### src/rtl/rv32i_pkg.sv
// Shared RV32I definitions used by the instruction fetch unit.
package rv32i_pkg;
  localparam int XLEN = 32;
  localparam logic [XLEN-1:0] INST_NOP = 32'h0000_0013;

  typedef enum logic [1:0] {
    IDLE = 2'd0,
    REQ  = 2'd1,
    WAIT = 2'd2,
    HALT = 2'd3
  } fetch_state_t;
endpackage

### src/rtl/inst_fetch_buf.sv
// Small synchronous FIFO holding {instruction, pc} pairs between fetch and decode.
module inst_fetch_buf #(
  parameter int WIDTH = 64,
  parameter int DEPTH = 2
) (
  input  logic                     clk,
  input  logic                     rest,
  input  logic                     flush,
  input  logic                     push,
  input  logic                     pop,
  input  logic [WIDTH-1:0]         wdata,
  output logic [WIDTH-1:0]         rdata,
  output logic                     full,
  output logic                     empty,
  output logic [$clog2(DEPTH):0]   count
);
  localparam int AW = $clog2(DEPTH);
  localparam logic [AW:0] DEPTH_C = (AW+1)'(DEPTH);

  logic [WIDTH-1:0] mem_q [DEPTH];
  logic [AW-1:0]    wr_ptr_q, rd_ptr_q;
  logic [AW:0]      count_q;
  logic             do_push, do_pop;

  assign empty   = (count_q == '0);
  assign full    = (count_q == DEPTH_C);
  assign count   = count_q;
  assign rdata   = mem_q[rd_ptr_q];
  assign do_pop  = pop && !empty;
  // A push into a full buffer is accepted only when the head leaves in the same cycle.
  assign do_push = push && (!full || do_pop);

  always_ff @(posedge clk or negedge rest) begin
    if (!rest) begin
      wr_ptr_q <= '0;
      rd_ptr_q <= '0;
      count_q  <= '0;
      for (int i = 0; i < DEPTH; i++) mem_q[i] <= '0;
    end else if (flush) begin
      wr_ptr_q <= '0;
      rd_ptr_q <= '0;
      count_q  <= '0;
    end else begin
      if (do_push) begin
        mem_q[wr_ptr_q] <= wdata;
        wr_ptr_q        <= wr_ptr_q + 1'b1;
      end
      if (do_pop) rd_ptr_q <= rd_ptr_q + 1'b1;
      count_q <= count_q + {{AW{1'b0}}, do_push} - {{AW{1'b0}}, do_pop};
    end
  end
endmodule

### src/rtl/inst_fetch.sv
// RV32I instruction fetch: one outstanding imem request, 2-entry output buffer, PC redirect.
// Optional misaligned-redirect trap enabled by INST_FETCH_ALIGN_CHECK_EN.
module inst_fetch
  import rv32i_pkg::*;
#(
  parameter logic [XLEN-1:0] RESET_PC  = 32'h0000_0000,
  parameter int              BUF_DEPTH = 2
) (
  input  logic            clk,
  input  logic            rest,
  output logic            imem_req,
  output logic [XLEN-1:0] imem_addr,
  input  logic            imem_ack,
  input  logic            imem_rvalid,
  input  logic [XLEN-1:0] imem_rdata,
  output logic            inst_valid,
  input  logic            inst_ready,
  output logic [XLEN-1:0] inst,
  output logic [XLEN-1:0] inst_pc,
  input  logic            redirect_valid,
  input  logic [XLEN-1:0] redirect_pc,
  output logic            fetch_err
);
  localparam int AW = $clog2(BUF_DEPTH);
  localparam logic [AW:0] DEPTH_C = (AW+1)'(BUF_DEPTH);

  fetch_state_t      state_q;
  logic [XLEN-1:0]   pc_q, req_pc_q, redir_pc;
  logic              drop_q, fetch_err_q, misalign;
  logic              push, pop, buf_empty, buf_full, slot_free;
  logic [AW:0]       count, count_d;
  logic [2*XLEN-1:0] buf_rdata;

  assign redir_pc = redirect_pc & 32'hFFFF_FFFC;
`ifdef INST_FETCH_ALIGN_CHECK_EN
  assign misalign = redirect_valid && (redirect_pc[1:0] != 2'b00);
`else
  assign misalign = 1'b0;
`endif

  assign imem_req   = (state_q == REQ);
  assign imem_addr  = pc_q;
  assign inst_valid = !buf_empty;
  assign inst       = buf_rdata[2*XLEN-1:XLEN];
  assign inst_pc    = buf_rdata[XLEN-1:0];
  assign fetch_err  = fetch_err_q;

  assign pop       = inst_valid && inst_ready;
  assign push      = (state_q == WAIT) && imem_rvalid && !drop_q && !buf_full;
  // Occupancy after this cycle's push/pop decides whether another request fits.
  assign count_d   = count + {{AW{1'b0}}, push} - {{AW{1'b0}}, pop};
  assign slot_free = (count_d < DEPTH_C);

  inst_fetch_buf #(
    .WIDTH (2*XLEN),
    .DEPTH (BUF_DEPTH)
  ) u_buf (
    .clk   (clk),
    .rest  (rest),
    .flush (redirect_valid),
    .push  (push),
    .pop   (pop),
    .wdata ({imem_rdata, req_pc_q}),
    .rdata (buf_rdata),
    .full  (buf_full),
    .empty (buf_empty),
    .count (count)
  );

  always_ff @(posedge clk or negedge rest) begin
    if (!rest) begin
      state_q     <= IDLE;
      pc_q        <= RESET_PC;
      req_pc_q    <= '0;
      drop_q      <= 1'b0;
      fetch_err_q <= 1'b0;
    end else if (redirect_valid && state_q != HALT) begin
      pc_q <= redir_pc;
      if (misalign) begin
        state_q     <= HALT;
        drop_q      <= 1'b0;
        fetch_err_q <= 1'b1;
      end else begin
        case (state_q)
          REQ: begin
            if (imem_ack) begin
              req_pc_q <= pc_q;
              drop_q   <= 1'b1;
              state_q  <= WAIT;
            end else begin
              state_q <= REQ;
            end
          end
          // A response arriving with the redirect is discarded by the flush, so nothing stays outstanding.
          WAIT: begin
            if (imem_rvalid) begin
              drop_q  <= 1'b0;
              state_q <= REQ;
            end else begin
              drop_q  <= 1'b1;
              state_q <= WAIT;
            end
          end
          default: state_q <= REQ;
        endcase
      end
    end else begin
      case (state_q)
        IDLE: if (slot_free) state_q <= REQ;
        REQ: begin
          if (imem_ack) begin
            req_pc_q <= pc_q;
            pc_q     <= pc_q + 32'd4;
            state_q  <= WAIT;
          end
        end
        WAIT: begin
          if (imem_rvalid) begin
            drop_q  <= 1'b0;
            state_q <= (drop_q || slot_free) ? REQ : IDLE;
          end
        end
        default: state_q <= HALT;
      endcase
    end
  end
endmodule
### config.mk
export PLATFORM = sky130hd
export DESIGN_NAME = inst_fetch
export DESIGN_NICKNAME = d
export VERILOG_FILES = /design/src/rtl/rv32i_pkg.sv /design/src/rtl/inst_fetch_buf.sv /design/src/rtl/inst_fetch.sv
export SDC_FILE = /design/constraint.sdc
export NUM_CORES = 1
export LEC_CHECK = 0
export ABC_AREA = 1
export CORE_MARGIN = 4
export CORE_UTILIZATION = 55
export CTS_CLUSTER_DIAMETER = 30
export DETAILED_ROUTE_END_ITERATION = 10
export DONT_BUFFER_PORTS = 1
export GPL_ROUTABILITY_DRIVEN = 0
export PLACE_DENSITY_LB_ADDON = 0.3
export SYNTH_ARGS = -nofsm -noshare
export SYNTH_HDL_FRONTEND = slang
export SYNTH_SLANG_ARGS = --single-unit
### constraint.sdc
create_clock -name clk -period 4.6 [get_ports clk]
set_clock_uncertainty 0.05 [all_clocks]
set_input_delay 0.92 -clock clk [delete_from_list [all_inputs] [get_ports clk]]
set_output_delay 0.92 -clock clk [all_outputs]
set_load 0.05 [all_outputs]
==> results.yml <==
outcome:
  status: "finished clean"
setup_path:
  arrival_ns: 2.32
  rrSetupSlack_ns: 1.95
  cp-end-kind: "output port"
  worstRegToRegCells: 10
  rr_startpoint: "state_q[0]"
  startpoint_type: "register"
  r2r_end: "u_buf.mem_q[45]"
  worstSetupPathType: "reg2out"
  startpoint: "u_buf.rd_ptr_q"
  cp_data_required_time_ns: 3.63
  worst-path-max-fanout: 45
timing:
  hold_viol_final: 0
  fin_crit_ns: 3.29
  setup_tns_ns: 0
  worst_slew_pin_slew_ns: 0.948
  finalSetupViolations: 0
  max_freq_mhz: 304
  slew_headroom_pct: 36.8
  rsz0062_at_grt: "no"
  report.final.slew_viol_count: 0
  timing.final.crit_share_pct: 71.4
  hold_ws_ns: 0.139
placement:
  port_buffers: 0
  dp_hpwl_um: 14100
  placed_area_um2: 9320
cts:
  clk_latency_ns: 0.42
  cts-resized-gates: 0
  tritoncts: "built"
  clock_path_buffers: 2
  cts_sinks: 191
  ctsHoldBuffers: 0
  clkTransAtPathRegs_ns: 0.07
  cts_made_buffers: 17
  cts_setup_buffers: 0
  root_buffer: "clkbuf_16"
  htreeDepth: 4
yosys:
  synth_edf_count: 0
  avgSynthCellArea_um2: 7.48
  ys_warn_count: 0
  synth-seq-cells: 191
  syn_area_um2: 9360
  synth_top_area_share_pct: 51.0
  ys_async_sr_fraction_pct: 100
  synth.most_common_cell: "nand2_1"
  ys_seq_area_share_pct: 51.0
  synth_area_leaders: "dfrtp_1, nand2_1, o21ai_0"
  ys.flop_type: "dfrtp_1"
  synth_area_leader_cell: "dfrtp_1"
  synth_common_cells: "nand2_1, dfrtp_1, o21ai_0"
  ys_types: 30
  synthCells: 1251
finish:
  n_fill_cell: 1564
  diodes: 0
  num-nets-final: 1293
  layout-area-overhead-vs-synth_pct: 6.24
  layout-drive-gt1-share_pct: 4.32
  finalInstanceArea_um2: 9950
die:
  dieWidth_um: 138
  ioPinCount: 169
  initial_core_util_pct: 56.3
  dieArea_um2: 19200
  core_area_um2: 16600
  dieHeight_um: 138
  fp-row-count: 47
grt:
  grt.total_usage_pct: 22.5
  grt_pass1_wl_um: 35800
  antenna_found_initial: 0
  grt_max_degree: 192
  grt_pass1_vias: 7084
  grt_overflow: 0
power_and_ir_drop:
  p_leak_uw: 0.00510
  powerDensity_nw_per_um2: 774
  peakVddDrop_mv: 0.426
route:
  ant_nets: 0
  wirelength_um: 21400
  drt-vias-per-instance: 5.27
  drt_iter0_drc: 551
  route.detailed.drc: 0
  drtPass1Iterations: 5
  routedWlPerCell_um: 14.8
  num_vias: 7632
min_path:
  min_path_type: "in2async"
flow_run:
  drv_cap: 0
==> sequential cells by signal, indices dropped and copies added (netlist names) <==
register / count
drop_q: 1
req_pc_q: 30
imem_addr: 30
u_buf.wr_ptr_q: 1
state_q: 2
u_buf.mem_q: 124
u_buf.rd_ptr_q: 1
u_buf.count: 2
==> layer usage <==
metal	up-vias	part of all wire, %	GRT usage (%)
met4	0	1.9	6.81
met1	3543	46	32.2
li1	3820	-	-
met3	25	6.5	5.32
met2	244	45	34.2
met5	-	0	0
==> cell type report <==
class                   count  area (um2)  share of cell area, %
flip-flops and latches    191        4780                   48.1
multi-input cells         879        3760                   37.8
clock inverters            10         160                   1.61
clock buffers              21         470                   4.73
repair buffers              6        45.0                  0.453
well taps                 220         275                   2.77
inverters                 121         454                   4.57
==> worst max path at each step <==
stage,depth (start not counted),to,slack (ns)
6_report,4,inst[19],1.31
5_1_grt,4,inst[31],1.14
4_1_cts,4,inst[19],1.28
3_5_place_dp,4,inst[19],1.74
3_3_place_gp,4,inst[19],1.75
2_1_floorplan,5,inst_pc[10],2.30
==> cell usage in the layout (no fill, tap or decap), drive strengths merged, types with 5 or more instances in the layout <==
cell    instances
nand2         514
dfrtp         191
o21ai         182
inv           121
nor2           92
nand3          44
clkbuf         21
a21oi          12
ha              7
buf             6
nor3            5
nand4           5
conb            5
==> stage by stage <==
step / setup slack, ns / power [uW] / utilization [%] / instances
floorplan: 2.30 / 5630 / - / 1255
finish: 1.31 / 7700 / 59.8 / 1448
CTS: 1.28 / 7750 / 59.8 / 1448
detailed placement: 1.74 / 6170 / 56.0 / 1417
global placement: 1.75 / 6090 / 56.0 / 1417
global route: 1.14 / 8230 / 59.8 / 1448
==> where the power goes <==
part	internal (uW)	total [uW]	switching, uW
clock network	949	1560	613
registers	2270	3230	955
logic	632	2920	2280
total	3850	7700	3850
==> critical path, cell delays in order (launching register included) <==
cell,delay (ns)
dfrtp_2,0.40
inv_2,0.62
buf_4,0.38
nand2_1,0.08
nand2_1,0.38
==> cells by family (layout without fill, tap and decap cells) <==
logic type                 after synthesis  count (layout)  synth area share, %
and+or+nand+nor                        665             665                 27.9
AOI/OAI and AO/OA                      201             201                 10.9
DFF                                    191             191                 51.0
buffers and inverters                  185             158                 9.07
adders and majority gates                7               7                0.935
other                                    1               5               0.0401
xor gates and xnor gates                 1               1               0.0936
Note: power is estimated with default switching activity, not from simulation.
